--- src/rtl/inst_fetch.sv ---
// Instruction fetch stage: owns the PC, keeps imem requests within buffer credit, and feeds
// {operation, pc_count} to op_decoder. FETCH_MISALIGN_CHK_EN adds fetch_misalign and a HALT state.
module inst_fetch #(
  parameter logic [31:0] RESET_PC  = 32'h0000_0000,
  parameter int          BUF_DEPTH = 2
) (
  input  logic        clk,
  input  logic        rst,
  input  logic        redirect_valid,
  input  logic [31:0] redirect_pc,
  output logic        imem_req_valid,
  input  logic        imem_req_ready,
  output logic [31:0] imem_req_addr,
  input  logic        imem_resp_valid,
  input  logic [31:0] imem_resp_data,
  output logic        out_valid,
  input  logic        out_ready,
  output logic [31:0] operation,
  output logic [31:0] pc_count
`ifdef FETCH_MISALIGN_CHK_EN
  ,
  output logic        fetch_misalign
`endif
);
  localparam int AW = $clog2(BUF_DEPTH);
  localparam int CW = AW + 1;
  localparam logic [CW:0] DEPTH_C = (CW+1)'(BUF_DEPTH);

  typedef struct packed {
    logic [31:0] pc;
    logic [31:0] data;
  } fetch_ent_t;

  typedef enum logic [1:0] {
    S_BOOT, S_RUN, S_DRAIN
`ifdef FETCH_MISALIGN_CHK_EN
    , S_HALT
`endif
  } state_t;

  state_t        state, state_nxt;
  logic [31:0]   fetch_pc;
  logic [CW-1:0] inflight, drop_cnt, drop_nxt, buf_count;
  logic [AW-1:0] buf_head, buf_tail, tag_head, tag_tail;
  fetch_ent_t    buf_mem [BUF_DEPTH];
  logic [31:0]   tag_mem [BUF_DEPTH];
  logic          req_fire, resp_live, pop, credit_ok;

`ifdef FETCH_MISALIGN_CHK_EN
  logic misalign;
  assign misalign = |redirect_pc[1:0];
`endif

  // inflight includes stale requests, so the buffer always has room for every response
  assign credit_ok = ({1'b0, inflight} + {1'b0, buf_count}) < DEPTH_C;
  assign req_fire  = imem_req_valid & imem_req_ready;
  assign resp_live = imem_resp_valid & (drop_cnt == '0) & ~redirect_valid;
  assign pop       = out_valid & out_ready;

  assign imem_req_addr = fetch_pc;
  assign operation     = buf_mem[buf_head].data;
  assign pc_count      = buf_mem[buf_head].pc;

  always_comb begin
    state_nxt      = state;
    imem_req_valid = 1'b0;
    out_valid      = 1'b0;
    drop_nxt       = drop_cnt;
    case (state)
      S_BOOT: state_nxt = S_RUN;
      S_RUN, S_DRAIN: begin
        imem_req_valid = credit_ok;
        out_valid      = buf_count != '0;
      end
      default: ;
    endcase
    if (imem_resp_valid && drop_cnt != '0) begin
      drop_nxt = drop_cnt - 1'b1;
      if (state == S_DRAIN && drop_cnt == CW'(1)) state_nxt = S_RUN;
    end
    // a response landing with the redirect is stale too, so it is not counted as pending
    if (redirect_valid) begin
      imem_req_valid = 1'b0;
      out_valid      = 1'b0;
      drop_nxt       = inflight - CW'(imem_resp_valid);
      state_nxt      = (drop_nxt != '0) ? S_DRAIN : S_RUN;
`ifdef FETCH_MISALIGN_CHK_EN
      if (misalign) state_nxt = S_HALT;
`endif
    end
  end

  always_ff @(posedge clk) begin
    if (rst) begin
      state     <= S_BOOT;
      fetch_pc  <= RESET_PC;
      inflight  <= '0;
      drop_cnt  <= '0;
      buf_count <= '0;
      buf_head  <= '0;
      buf_tail  <= '0;
      tag_head  <= '0;
      tag_tail  <= '0;
      for (int i = 0; i < BUF_DEPTH; i++) begin
        buf_mem[i] <= '0;
        tag_mem[i] <= '0;
      end
`ifdef FETCH_MISALIGN_CHK_EN
      fetch_misalign <= 1'b0;
`endif
    end else begin
      state    <= state_nxt;
      drop_cnt <= drop_nxt;
      inflight <= inflight + CW'(req_fire) - CW'(imem_resp_valid);
      // tag FIFO keeps request order across redirects; stale responses pop their tag too
      if (req_fire) begin
        tag_mem[tag_tail] <= fetch_pc;
        tag_tail          <= tag_tail + 1'b1;
      end
      if (imem_resp_valid) tag_head <= tag_head + 1'b1;
      if (redirect_valid) begin
        fetch_pc  <= redirect_pc & ~32'h3;
        buf_count <= '0;
        buf_head  <= '0;
        buf_tail  <= '0;
      end else begin
        if (req_fire) fetch_pc <= fetch_pc + 32'd4;
        if (resp_live) begin
          buf_mem[buf_tail] <= '{pc: tag_mem[tag_head], data: imem_resp_data};
          buf_tail          <= buf_tail + 1'b1;
        end
        if (pop) buf_head <= buf_head + 1'b1;
        buf_count <= buf_count + CW'(resp_live) - CW'(pop);
      end
`ifdef FETCH_MISALIGN_CHK_EN
      if (redirect_valid) fetch_misalign <= misalign;
`endif
    end
  end
endmodule

--- config.mk ---
export PLATFORM = sky130hd
export DESIGN_NAME = inst_fetch
export DESIGN_NICKNAME = d
export VERILOG_FILES = /design/src/rtl/inst_fetch.sv
export SDC_FILE = /design/constraint.sdc
export NUM_CORES = 1
export LEC_CHECK = 0
export BUFFER_PORTS_ARGS = -buffer_cell sky130_fd_sc_hd__buf_2
export CAP_MARGIN = 10
export CORE_MARGIN = 2
export CORE_UTILIZATION = 50
export CTS_CLUSTER_DIAMETER = 120
export DETAILED_ROUTE_END_ITERATION = 8
export GPL_ROUTABILITY_DRIVEN = 0
export PLACE_DENSITY_LB_ADDON = 0.1
export SETUP_SLACK_MARGIN = 0.5
export SLEW_MARGIN = 20
export SYNTH_ARGS = -nofsm -noshare
export SYNTH_HDL_FRONTEND = slang
export SYNTH_SLANG_ARGS = --single-unit
--- constraint.sdc ---
create_clock -name clk -period 8.5 [get_ports clk]
set_input_delay 1.7 -clock clk [delete_from_list [all_inputs] [get_ports clk]]
set_output_delay 1.7 -clock clk [all_outputs]
set_load 0.05 [all_outputs]
==> results of run 1 <==
[power by group through the flow]
stage | combinational, W | sequential (W) | clock (W)
2_1_floorplan | 0.000257 | 0.00137 | 0
3_3_place_gp | 0.000392 | 0.00134 | 0
3_5_place_dp | 0.000395 | 0.00134 | 0
4_1_cts | 0.000397 | 0.00132 | 0.000998
5_1_grt | 0.000423 | 0.00133 | 0.00104
6_report | 0.000393 | 0.00132 | 0.000977
[through the flow]
step / setup WS (ns) / total power (W) / hold WS, ns / utilization (%) / cells
2_1_floorplan: 1.468 / 0.001627 / 0.4799 / - / 844
3_3_place_gp: 3.410 / 0.001733 / 0.4993 / 56.32 / 1230
3_5_place_dp: 3.792 / 0.001739 / 0.5106 / 56.40 / 1231
4_1_cts: 4.052 / 0.002715 / 0.5241 / 60.04 / 1276
5_1_grt: 4.012 / 0.002795 / 0.5646 / 60.04 / 1276
6_report: 4.065 / 0.002691 / 0.5282 / 60.04 / 1276
[layout make-up]
type                       count  area share, %
clock buffer                  37          5.731
clock inverter                 8         0.3275
inverter                      21         0.6447
multi-input combinational    533          30.37
sequential                   228          52.40
tap                          270          2.763
timing repair buffer         179          7.757
[logic make-up after synthesis]
| kind of cell | share of synthesized area, % |
|---|---|
| XOR/XNOR | 1.767 |
| multiplexers | 9.591 |
| AND/OR/NAND/NOR | 17.82 |
| adder cells (fa/ha/maj) | 1.514 |
| other | 0.03602 |
| flip-flops | 61.54 |
| AO/OA/AOI/OAI | 4.568 |
| buffers and inverters | 3.161 |
[sequential cells by signal, summed over array words and instances (netlist names), named ones only]
register and count:
buf_count 2, tag_mem 60, inflight 2, buf_head 1, state 2, imem_req_addr 30, buf_tail 1, tag_tail 1
buf_mem 124, tag_head 1, drop_cnt 2
[cells in the mapped netlist (4+ instances only)]
cell type / number
o211ai_1: 6
or3_1: 11
a211oi_1: 14
ha_1: 11
mux2i_1: 30
or2_2: 4
nor2_1: 93
nand4_1: 13
a311oi_1: 6
dfxtp_1: 44
nand2_1: 28
a21oi_1: 8
or4_1: 4
nor3_1: 19
and3_1: 65
nand3_1: 8
and2_1: 58
clkbuf_1: 50
xnor2_1: 15
xor2_1: 6
nor4_1: 15
mux2_2: 62
buf_4: 4
o31ai_1: 4
edfxtp_1: 184
inv_1: 21
buf_1: 6
[path summary, 6_finish.rpt]
| kind | start | end | slack [ns] | cells after the start |
|---|---|---|---|---|
| max | redirect_valid | imem_req_valid | 4.06 | 4 |
| min | tag_head$_SDFFE_PP0P_ | tag_head$_SDFFE_PP0P_ | 0.53 | 2 |
| max reg2reg | drop_cnt[0]$_SDFFE_PP0P_ | buf_mem[1][50]$_SDFFCE_PN0P_ | 5.44 | 8 |
| min reg2reg | tag_head$_SDFFE_PP0P_ | tag_head$_SDFFE_PP0P_ | 0.53 | 2 |
[cells in the final DEF, fill, tap and decap left out, drive strengths merged, types with 4 or more instances in the layout]
master | Yosys | final
edfxtp | 184 | 184
buf | 12 | 179
nor2 | 93 | 93
and3 | 66 | 66
mux2 | 62 | 62
and2 | 59 | 59
dfxtp | 44 | 44
clkbuf | 50 | 37
mux2i | 30 | 30
nand2 | 28 | 28
inv | 21 | 21
nor3 | 19 | 19
xnor2 | 15 | 15
nor4 | 15 | 15
a211oi | 14 | 14
nand4 | 14 | 14
or3 | 11 | 11
ha | 11 | 11
nand3 | 9 | 9
a21oi | 8 | 8
clkinv | 0 | 7
xor2 | 6 | 6
a311oi | 6 | 6
o211ai | 6 | 6
or4 | 5 | 5
or2 | 4 | 4
o31ai | 4 | 4
conb | 1 | 4
[tightest hold or removal path, delay by kind of cell (launching register included)]
family	cells	cell delay [ns]
xor gates and xnor gates	1	0.09
DFF	1	0.33
and+or+nand+nor	1	0.08
[per-layer routing]
layer	share of wire, %	GRT usage, %	up-vias
met4	1.9	5.619	0
li1	-	-	3391
met3	5.8	2.761	39
met2	45	30.25	240
met5	0	0	-
met1	48	31.05	3320
==> impl_metrics.tcl, run 1 <==
set metrics [dict create \
    final_nets 1070 \
    required_ns 6.80 \
    cp_slowest_cell "nor4b_1" \
    p_leak_nw 4.961 \
    clk_pin_slew_ns 0.06 \
    setup_viol 0 \
    drt-pass1-iter-count 5 \
    worstSkewPairLatency_ns 0.50 \
    rows 52 \
    yosysTopAreaCell "edfxtp_1" \
    holdCritPathClass "register to register" \
    h-tree-depth 1 \
    cts_buffer_depth 3 \
    worst-path-buf-inv 3 \
    cts_buffers 25 \
    start_util_pct 51.12 \
    setup_tns_ns 0 \
    post-route-drc-count 0 \
    ys_seq_elements 228 \
    grt_pass1_vias 6606 \
    p_clk_share_pct 36.3 \
    path_delay_family "buffers and inverters" \
    power.share.sequential_pct 49.1 \
    rsz0062_at_grt "false" \
    yosysSeqAreaShare_pct 61.54 \
    netlist.area_leader.share_pct 53.08 \
    ir_drop_mv 0.1260 \
    max_slew_margin_pct 38.22 \
    port_buffers 161 \
    crit_chain "buf_2 -> buf_4 -> nor4b_1 -> buf_2" \
    synth.distinct_cells 58 \
    diodes 0 \
    cts_root_buffer "clkbuf_16" \
    syn_area_um2 10410 \
    cap_violations 0 \
    grt_pass1_wl_mm 35.59 \
    dieWidth_um 148.3 \
    routed_via_density 5.478 \
    first_iter_violations 464 \
    place_hpwl_mm 14.25 \
    ff_latch_area_um2 6407 \
    final_max_slew_viol_count 0 \
    p_int_w 0.001960 \
    slowest_delay_ns 0.35 \
    io_pins 168 \
    syn_inst 841 \
    placed_area_um2 11490 \
    critical_path.max_fanout 44 \
    p_switching_w 0.0007315 \
    syn_area_per_cell_um2 12.38 \
    drtAntennaViolNets 0 \
    fmax_mhz 225.5 \
    async_flop_share_pct 0 \
    drive_gt1_share_pct 29.03 \
    fin_crit_ns 4.435 \
    post_cts_resized 0 \
    cts_sinks 228 \
    fin_skew_ns 0.009980 \
    syn_to_final_growth_pct 17.45 \
    worst-setup-path-type "input pin to output pin" \
    worstSetupStartpointType "input pin" \
    arrival_ns 2.74 \
    antenna_found_initial 0 \
    tritoncts "done" \
    drt-total-wl_mm 22.45 \
    multi_input_area_um2 3714 \
    grt_max_degree 63 \
    crit_path_end_kind "output pin" \
    die_area_um2 21990 \
    status "completed" \
    die_y_um 148.3 \
    grt_use_total_pct 20.21 \
    powerDensity_nw_per_um2 220.1 \
    p_comb_share_pct 14.6 \
    path_common_cell "buf_2" \
    hold_viol_final 0 \
    grt_overflow 0 \
    worstMarginPinSlew_ns 0.9183 \
    num_vias 6990 \
    wl_per_cell_um 17.60 \
    postCtsSetupBuffers 0 \
    final.period_utilization_pct 52.18 \
    yosysWarnings 0 \
    core_region_area_um2 20360 \
    synth_area_leaders "edfxtp_1 53%, dfxtp_1 8.5%, mux2_2 6.7%" \
    n_fill_cell 1656 \
    ys.flop_type "edfxtp_1" \
    ctsHoldBuffers 0 \
    p_sw_share_pct 27.18 \
    synth_edf_count 184 \
    stdcell_area_um2 12230 \
]
Note: power is estimated with default switching activity, not from simulation.
==> inputs of run 2 (changes only) <==
==> constraint.sdc (replaced) <==
create_clock -name clk -period 4.15 [get_ports clk]
set_input_delay 0.83 -clock clk [delete_from_list [all_inputs] [get_ports clk]]
set_output_delay 0.83 -clock clk [all_outputs]
set_load 0.05 [all_outputs]
==> impl_metrics.tcl, run 2 (synthesis results as in run 1) <==
set metrics [dict create \
    largest-register "buf_mem" \
    holdCritPathClass "register to register" \
    power.share.sequential_pct 49.4 \
    status "completed" \
    clk_pin_slew_ns 0.06 \
    drt-total-wl_mm 22.31 \
    die_area_um2 21990 \
    cap_violations 0 \
    path_delay_family "flip-flops" \
    fin_cells 1277 \
    p_sw_share_pct 26.91 \
    grt_use_total_pct 20.08 \
    arrival_ns 2.35 \
    p_comb_share_pct 14.7 \
    cp_slowest_cell "dfxtp_2" \
    cts_root_buffer "clkbuf_16" \
    dp_cells 1234 \
    max_slew_margin_pct 37.85 \
    largest_reg_flops 124 \
    final_cell_mix "184 x edfxtp_1, 161 x buf_2, 92 x nor2_1, 65 x and3_1, 62 x mux2_2" \
    fin_skew_ns 0.01144 \
    syn_to_final_growth_pct 17.84 \
    setup_viol 0 \
    critical_path.max_fanout 31 \
    stdcell_area_um2 12270 \
    routed_via_density 5.448 \
    p_int_w 0.004010 \
    p_leak_nw 4.977 \
    grt_overflow 0 \
    drt-pass1-iter-count 5 \
    slowest_delay_ns 0.83 \
    ff_latch_area_um2 6407 \
    ir_drop_mv 0.2739 \
    place_hpwl_mm 14.61 \
    first_iter_violations 345 \
    n_fill_cell 1685 \
    port_buffers 161 \
    grt_pass1_vias 6465 \
    required_ns 3.32 \
    diodes 0 \
    worst-path-buf-inv 2 \
    dieWidth_um 148.3 \
    final_max_slew_viol_count 0 \
    num_vias 6957 \
    drtAntennaViolNets 0 \
    cts_sinks 228 \
    p_switching_w 0.001476 \
    antenna_found_initial 0 \
    final_nets 1073 \
    grt_pass1_wl_mm 35.06 \
    rsz0062_at_grt "false" \
    post_cts_resized 0 \
    fmax_mhz 314.8 \
    tritoncts "done" \
    fin_crit_ns 3.177 \
    holdWs_ns 0.5141 \
    worstMarginPinSlew_ns 0.9238 \
    drive_gt1_share_pct 28.80 \
    fin_ws_ns 0.9730 \
    core_region_area_um2 20360 \
    wl_per_cell_um 17.47 \
    worstSetupStartpointType "register" \
    h-tree-depth 1 \
    io_pins 168 \
    final.period_utilization_pct 76.56 \
    die_y_um 148.3 \
    crit_chain "buf_4 -> mux2_2 -> buf_2" \
    start_util_pct 51.12 \
    ctsHoldBuffers 0 \
    place_ws_ns 1.066 \
    worst-setup-path-type "register to output pin" \
    multi_input_area_um2 3717 \
    worstSkewPairLatency_ns 0.50 \
    crit_path_end_kind "output pin" \
    hold_viol_final 0 \
    powerDensity_nw_per_um2 447.3 \
    cts_buffer_depth 3 \
    postCtsSetupBuffers 0 \
    post-route-drc-count 0 \
    final_common_cell "edfxtp_1" \
    p_clk_share_pct 35.9 \
    rows 52 \
    placed_area_um2 11520 \
    grt_max_degree 44 \
    setup_tns_ns 0 \
    cts_buffers 24 \
]
==> run 2: cell count changes in the layout (fill, tap and decap cells not counted), sizes merged <==
cell / change
clkbuf: -6
clkinvlp: -1
clkinv: +3
buf: +4
bufinv: +1
==> run 2: power groups by stage <==
stage | Combinational, W | Sequential, W | Clock [W]
6_report | 0.000807 | 0.00271 | 0.00197
5_1_grt | 0.000868 | 0.00273 | 0.00211
4_1_cts | 0.000809 | 0.00271 | 0.00201
3_5_place_dp | 0.000805 | 0.00276 | 0
3_3_place_gp | 0.000803 | 0.00275 | 0
2_1_floorplan | 0.000529 | 0.00280 | 0
==> run 2: final timing paths <==
path / endpoint / start / cells past startpoint / slack (ns)
max: operation[27] / register / 3 / 0.97
min: tag_head$_SDFFE_PP0P_ / tag_head$_SDFFE_PP0P_ / 2 / 0.51
max reg2reg: imem_req_addr[20]$_SDFFE_PP0P_ / inflight[0]$_SDFF_PP0_ / 7 / 1.24
min reg2reg: tag_head$_SDFFE_PP0P_ / tag_head$_SDFFE_PP0P_ / 2 / 0.51
==> run 2: cell type report <==
type	instances	share of cell area [%]
repair buffers	183	8.180
inverters	21	0.6426
clock buffers	31	5.284
clock inverters	11	0.6018
well taps	270	2.754
flip-flops and latches	228	52.23
multi-input cells	533	30.30
==> run 2: worst register-to-register path, delay by kind of cell (launching register included) <==
family	cells	cell delay, ns
buf+inv	1	0.22
compound gates	1	0.25
flops	1	0.32
fa+ha+maj	1	0.59
simple gates	4	1.45
==> run 2: metal layers <==
layer,track usage (%),part of all wire [%]
met2,29.81,45
met1,31.15,47
met3,3.160,6.3
met5,0,0
met4,4.762,1.4
==> run 2: through the flow <==
step	util, %	power (W)
6_report	60.24	0.005487
5_1_grt	60.24	0.005708
4_1_cts	60.10	0.005532
3_5_place_dp	56.56	0.003565
3_3_place_gp	56.56	0.003557
2_1_floorplan	-	0.003328
